<file path="src/rtl/cbus_arbiter.sv">
// Cache-bus arbiter: shares one cbus between the L1 caches with round-robin grants.
// A grant is held for the whole burst and released on the final accepted beat.
package cbus_pkg;
  typedef enum logic [3:0] {
    MLEN1   = 4'd0,
    MLEN2   = 4'd1,
    MLEN4   = 4'd2,
    MLEN8   = 4'd3,
    MLEN16  = 4'd4,
    MLEN32  = 4'd5,
    MLEN64  = 4'd6,
    MLEN128 = 4'd7,
    MLEN256 = 4'd8
  } cbus_len_t;

  typedef struct packed {
    logic        valid;
    logic        write;
    cbus_len_t   len;
    logic [31:0] addr;
    logic [31:0] wdata;
    logic [3:0]  wstrb;
  } cbus_req_t;

  typedef struct packed {
    logic        ready;
    logic        last;
    logic [31:0] rdata;
  } cbus_resp_t;
endpackage

module cbus_arbiter
  import cbus_pkg::*;
#(
  parameter int NUM_INPUTS = 2,
  localparam int SEL_BITS = $clog2(NUM_INPUTS)
) (
  input  logic       clk,
  input  logic       reset,
  input  cbus_req_t  ireqs  [NUM_INPUTS],
  output cbus_resp_t iresps [NUM_INPUTS],
  output cbus_req_t  oreq,
  input  cbus_resp_t oresp
);

  typedef enum logic {IDLE = 1'b0, BUSY = 1'b1} state_t;

  localparam int unsigned NI_U = NUM_INPUTS;

  state_t              r_state;
  logic [SEL_BITS-1:0] r_owner;
  logic [SEL_BITS-1:0] r_ptr;

  state_t              w_state_nxt;
  logic [SEL_BITS-1:0] w_owner_nxt;
  logic [SEL_BITS-1:0] w_ptr_nxt;
  logic                w_found;
  logic [SEL_BITS-1:0] w_sel;

  // (base + off) mod NUM_INPUTS, valid for off < NUM_INPUTS
  function automatic logic [SEL_BITS-1:0] rr_index(input logic [SEL_BITS-1:0] base,
                                                   input int unsigned off);
    int unsigned sum;
    sum = 32'(base) + off;
    if (sum >= NI_U) sum = sum - NI_U;
    return sum[SEL_BITS-1:0];
  endfunction

  // Scan downwards so the candidate closest to ptr is the one left in w_sel.
  always_comb begin
    w_found = 1'b0;
    w_sel   = '0;
    for (int k = NUM_INPUTS - 1; k >= 0; k--) begin
      if (ireqs[rr_index(r_ptr, k)].valid) begin
        w_found = 1'b1;
        w_sel   = rr_index(r_ptr, k);
      end
    end
  end

  always_comb begin
    w_state_nxt = r_state;
    w_owner_nxt = r_owner;
    w_ptr_nxt   = r_ptr;
    case (r_state)
      IDLE: begin
        if (w_found) begin
          w_state_nxt = BUSY;
          w_owner_nxt = w_sel;
        end
      end
      BUSY: begin
        if (oresp.ready && oresp.last) begin
          w_state_nxt = IDLE;
          w_ptr_nxt   = rr_index(r_owner, 1);
        end
      end
      default: w_state_nxt = IDLE;
    endcase
  end

  always_ff @(posedge clk) begin
    if (reset) begin
      r_state <= IDLE;
      r_owner <= '0;
      r_ptr   <= '0;
    end else begin
      r_state <= w_state_nxt;
      r_owner <= w_owner_nxt;
      r_ptr   <= w_ptr_nxt;
    end
  end

  // Nothing is forwarded in IDLE, so the arbitration cycle costs exactly one clock.
  always_comb begin
    oreq = '0;
    for (int i = 0; i < NUM_INPUTS; i++) begin
      iresps[i] = '0;
    end
    if (r_state == BUSY) begin
      oreq            = ireqs[r_owner];
      iresps[r_owner] = oresp;
    end
  end

endmodule

</file>
<file path="config.mk">
export PLATFORM = sky130hd
export DESIGN_NAME = cbus_arbiter
export DESIGN_NICKNAME = d
export VERILOG_FILES = /design/src/rtl/cbus_arbiter.sv
export SDC_FILE = /design/constraint.sdc
export NUM_CORES = 1
export LEC_CHECK = 0
export CAP_MARGIN = 15
export CORE_AREA = 2 2 126 128
export DETAILED_ROUTE_END_ITERATION = 7
export DIE_AREA = 0 0 128 130
export PLACE_DENSITY_LB_ADDON = 0.3
export SLEW_MARGIN = 5
export SYNTH_ARGS = -nofsm -noshare
export SYNTH_HDL_FRONTEND = slang
export SYNTH_SLANG_ARGS = --single-unit
</file>
<file path="constraint.sdc">
create_clock -name clk -period 2.8 [get_ports clk]
set_input_delay 0.56 -clock clk [delete_from_list [all_inputs] [get_ports clk]]
set_output_delay 0.56 -clock clk [all_outputs]
set_load 0.05 [all_outputs]
</file>
Yosys cells after proc, flatten, opt, wreduce, memory -nomap -nowiden. Cells that the tools add are included.

Flip-flop bits (word level): 3. Input bits: 184. Output and inout bits: 142. Word-level logic and storage cells: 47.

Add/subtract/negate cells: 5. $lt $le $gt $ge: 7. Multiplexer cells: 23. Bitwise gates (word level): 5. Reduce and logical (&&, ||, !) cells: 4.

Operators with widths (count): 74-bit 2-to-1 mux (10); 68-bit AND (1); 68-bit 2-to-1 mux (1); 34-bit demux with 1-bit select (1); 34-bit 2-to-1 mux (1); 2-bit greater-or-equal comparator, second input constant (5); 1-bit 2-to-1 mux (9); 1-bit inverter with 2-bit output (3); 1-bit by 1-bit adder with 2-bit output, second input constant (2); 2-bit AND reduction (2); 1-bit subtractor, second input constant (3); 1-bit by 2-bit greater-or-equal comparator with 1-bit output, second input constant (1); 1-bit logical AND (2); 2-bit by 1-bit less-than comparator with 1-bit output, second input constant (1); 1-bit case mux with 2 select lines (1); 1-bit inverter (1).

Logic depth before layout (Yosys ltp).
Depth in word-level cells: 11. Gate-level depth with buffers: 4. Mapped depth without buffers: 3.

Worst setup path after synthesis. Ideal clock, no wire load.

Path kind: register -> output. Start: reg r_owner. End: out oreq[0] (netlist bit). Data arrival time: 1415 ps. Required time: 2240 ps. Setup slack: 825 ps. Stages on the path, launching flop included: 5. Path buffers: 2. Cells stage by stage: dfxtp_1 > buf_4 > buf_6 > mux2i_1 > nor2_1.

RTL lines: start: declaration (line 51) `logic [SEL_BITS-1:0] r_owner;`; start signal: assignment (line 109) `r_owner <= w_owner_nxt;`; end: declaration (line 42) `output cbus_req_t oreq,`.

==> impl_metrics.env <==
export IMPL_status="finished clean"
export IMPL_yosys_cell_types_count=17
export IMPL_grt_pass1_vias=3087
export IMPL_routabilityCongestion=0.802
export IMPL_fin_area_mm2=0.00619
export IMPL_finalMaxSlewViolations=0
export IMPL_ctsResizeCount=0
export IMPL_p_int_mw=0.959
export IMPL_vias=2999
export IMPL_finalHoldViolCount=0
export IMPL_fmaxAchievable_mhz=418
export IMPL_r2r_end="r_owner"
export IMPL_ctsRootBufferMaster="clkbuf_16"
export IMPL_setup_worst_path_class="register to output pin"
export IMPL_drv_cap=0
export IMPL_p_comb_share_pct=84.0
export IMPL_grt_overflow_total=0
export IMPL_p_clk_share_pct=13.2
export IMPL_ctsHoldBuffers=0
export IMPL_insertion_delay_ns=0.22
export IMPL_drt_iter0_drc=46
export IMPL_synth_net_count=441
export IMPL_post_cts_buffers=0
export IMPL_num_rows=46
export IMPL_crit_buf_inv=1
export IMPL_min_path_cells=2
export IMPL_ant_nets=0
export IMPL_placed_cell_area_mm2=0.00611
export IMPL_crit_chain="nor2_2, and2_1, buf_12"
export IMPL_grt_max_degree=76
export IMPL_first_pass_iters=4
export IMPL_p_leak_nw=2.57
export IMPL_routed_wl_um=10700
export IMPL_final_nets=748
export IMPL_post_route_drc_count=0
export IMPL_antenna_cells=0
export IMPL_crit_fanout=34
export IMPL_ir_worst_vdd_mv=0.200
export IMPL_ff2ff_path_depth=4
export IMPL_mostFrequentLayoutCells="183 x clkdlybuf4s50_1, 110 x buf_12, 75 x nor2_1, 74 x mux2i_1, 36 x buf_4"
export IMPL_critical_path_required_ns=2.24
export IMPL_clock_sinks=3
export IMPL_syn_area_per_cell_um2=6.72
export IMPL_slowest_delay_ns=0.80
export IMPL_r2r_start="r_state"
export IMPL_chipWidth_um=128
export IMPL_p_seq_share_pct=2.8
export IMPL_htree_levels=1
export IMPL_finalCritPeriodShare_pct=85.4
export IMPL_start_util_pct=11.2
export IMPL_start_kind="register"
export IMPL_finalPower_mw=1.71
export IMPL_place_hpwl_um=9170
export IMPL_cp_arrival_ns=1.83
export IMPL_synth_seq_cells=3
export IMPL_skew_ns=0.00300
export IMPL_syn_inst=257
export IMPL_top_level_ports=326
export IMPL_hold_start="r_ptr"
export IMPL_cts_buffer_depth=2
export IMPL_antenna_found_initial=0
export IMPL_cpLargestDelayFamily="simple AND/OR/NAND/NOR gates"
export IMPL_tns_ns=0
export IMPL_areaGrowthSynthToFinish_pct=258
export IMPL_pwr_density_cell_mw_per_mm2=276
export IMPL_drive_gt1_share_pct=27.0
export IMPL_core_mm2=0.0154
export IMPL_io_buffers=325
export IMPL_timing_slew_headroom_pct=31.1
export IMPL_setup_viol_count_final=0
export IMPL_ys_warn_count=0
export IMPL_clk_pin_slew_ns=0.03
export IMPL_worst_pin_slew_ns=1.03
export IMPL_syn_area_mm2=0.00173
export IMPL_die_h_um=130
export IMPL_p_sw_mw=0.749
export IMPL_reg2reg_slack_ns=1.46
export IMPL_min_to="r_ptr"
export IMPL_grt_pass1_wl_um=15800
export IMPL_fillers=1509
export IMPL_period_needed_ns=2.39
export IMPL_cts_buffers=3
export IMPL_cp_end_kind="output pin"
export IMPL_ys_seq_area_share_pct=3.48
export IMPL_cpMaxStageDelayCell="nor2_2"
export IMPL_die_area_mm2=0.0166
export IMPL_cts_tree="yes"
export IMPL_hold_class="register to register"
export IMPL_wire_per_inst_um=14.2
export IMPL_rsz0062_at_grt="false"
export IMPL_final_common_cell="clkdlybuf4s50_1"
export IMPL_vias_per_cell=3.97
export IMPL_sw_frac_of_total_pct=43.8
export IMPL_track_usage_pct=11.7
## cells in the mapped netlist (all sizes together)
master	number	area, um2
a21oi	1	5.00
clkbuf	15	57.6
and2	34	213
nor3	2	10.0
dfxtp	3	60.1
mux2i	74	741
o21ai	1	5.00
and3	35	219
o211ai	1	7.51
nor2	76	288
inv	2	7.51
buf	12	106
a211oi	1	7.51
## kinds of logic (layout without fill, tap and decap cells)
group | Yosys count | count (layout) | share of synthesized area, %
flip-flops | 3 | 3 | 3.48
buffers and inverters | 29 | 335 | 9.93
AND/OR/NAND/NOR | 147 | 147 | 42.2
AO/OA/AOI/OAI | 4 | 4 | 1.45
multiplexers | 74 | 74 | 42.9
## worst max path at each step
stage          startpoint          to  cells past startpoint
6_report          r_owner  iresps[49]                      3
5_1_grt           r_state  iresps[57]                      4
4_1_cts           r_owner  iresps[49]                      3
3_5_place_dp      r_owner  iresps[56]                      3
3_3_place_gp      r_state  iresps[62]                      4
2_1_floorplan     r_owner     oreq[0]                      4
## per-stage QoR
stage                     instances  worst slack (ns)  utilization, %  hold slack, ns
after CTS                       755             0.392            40.1           0.517
after detailed placement        751             0.629            39.6           0.503
final                           755             0.408            40.1           0.511
after global placement          751             0.678            39.6           0.490
after global routing            755             0.271            40.1           0.566
after floorplan                 257             0.825               -           0.473
## final cells by class
| class | instances | area, um2 | share of cell area, % |
|---|---|---|---|
| multi-input combinational | 225 | 1500 | 24.2 |
| sequential | 3 | 63.8 | 1.03 |
| timing repair buffer | 329 | 4300 | 69.5 |
| tap | 192 | 240 | 3.88 |
| clock buffer | 4 | 78.8 | 1.27 |
| inverter | 2 | 7.51 | 0.121 |
## power groups by stage
stage	registers (mW)	logic (mW)	clock network [mW]
after CTS	0.0486	1.45	0.229
after floorplan	0.0478	0.644	0
after global placement	0.0490	1.43	0
after detailed placement	0.0491	1.45	0
final	0.0485	1.43	0.225
after global routing	0.0489	1.50	0.237
## sequential cells by signal, summed over array words and instances, names as in the netlist
signal   flops
r_state      1
r_ptr        1
r_owner      1
## worst register-to-register path, stage by stage, from the launching register on
cell and delay [ns]:
dfxtp_1 0.31, inv_2 0.06, buf_4 0.55, o211ai_1 0.19, a21oi_1 0.16
## layer usage
layer | track usage (%) | routed length, um | share of wire (%)
met3 | 3.36 | 978 | 9.1
met1 | 11.9 | 3560 | 33
met2 | 23.5 | 6030 | 56
met4 | 2.65 | 141 | 1.3
met5 | 0 | 0 | 0
No activity file was read; power rests on OpenSTA's default activity.
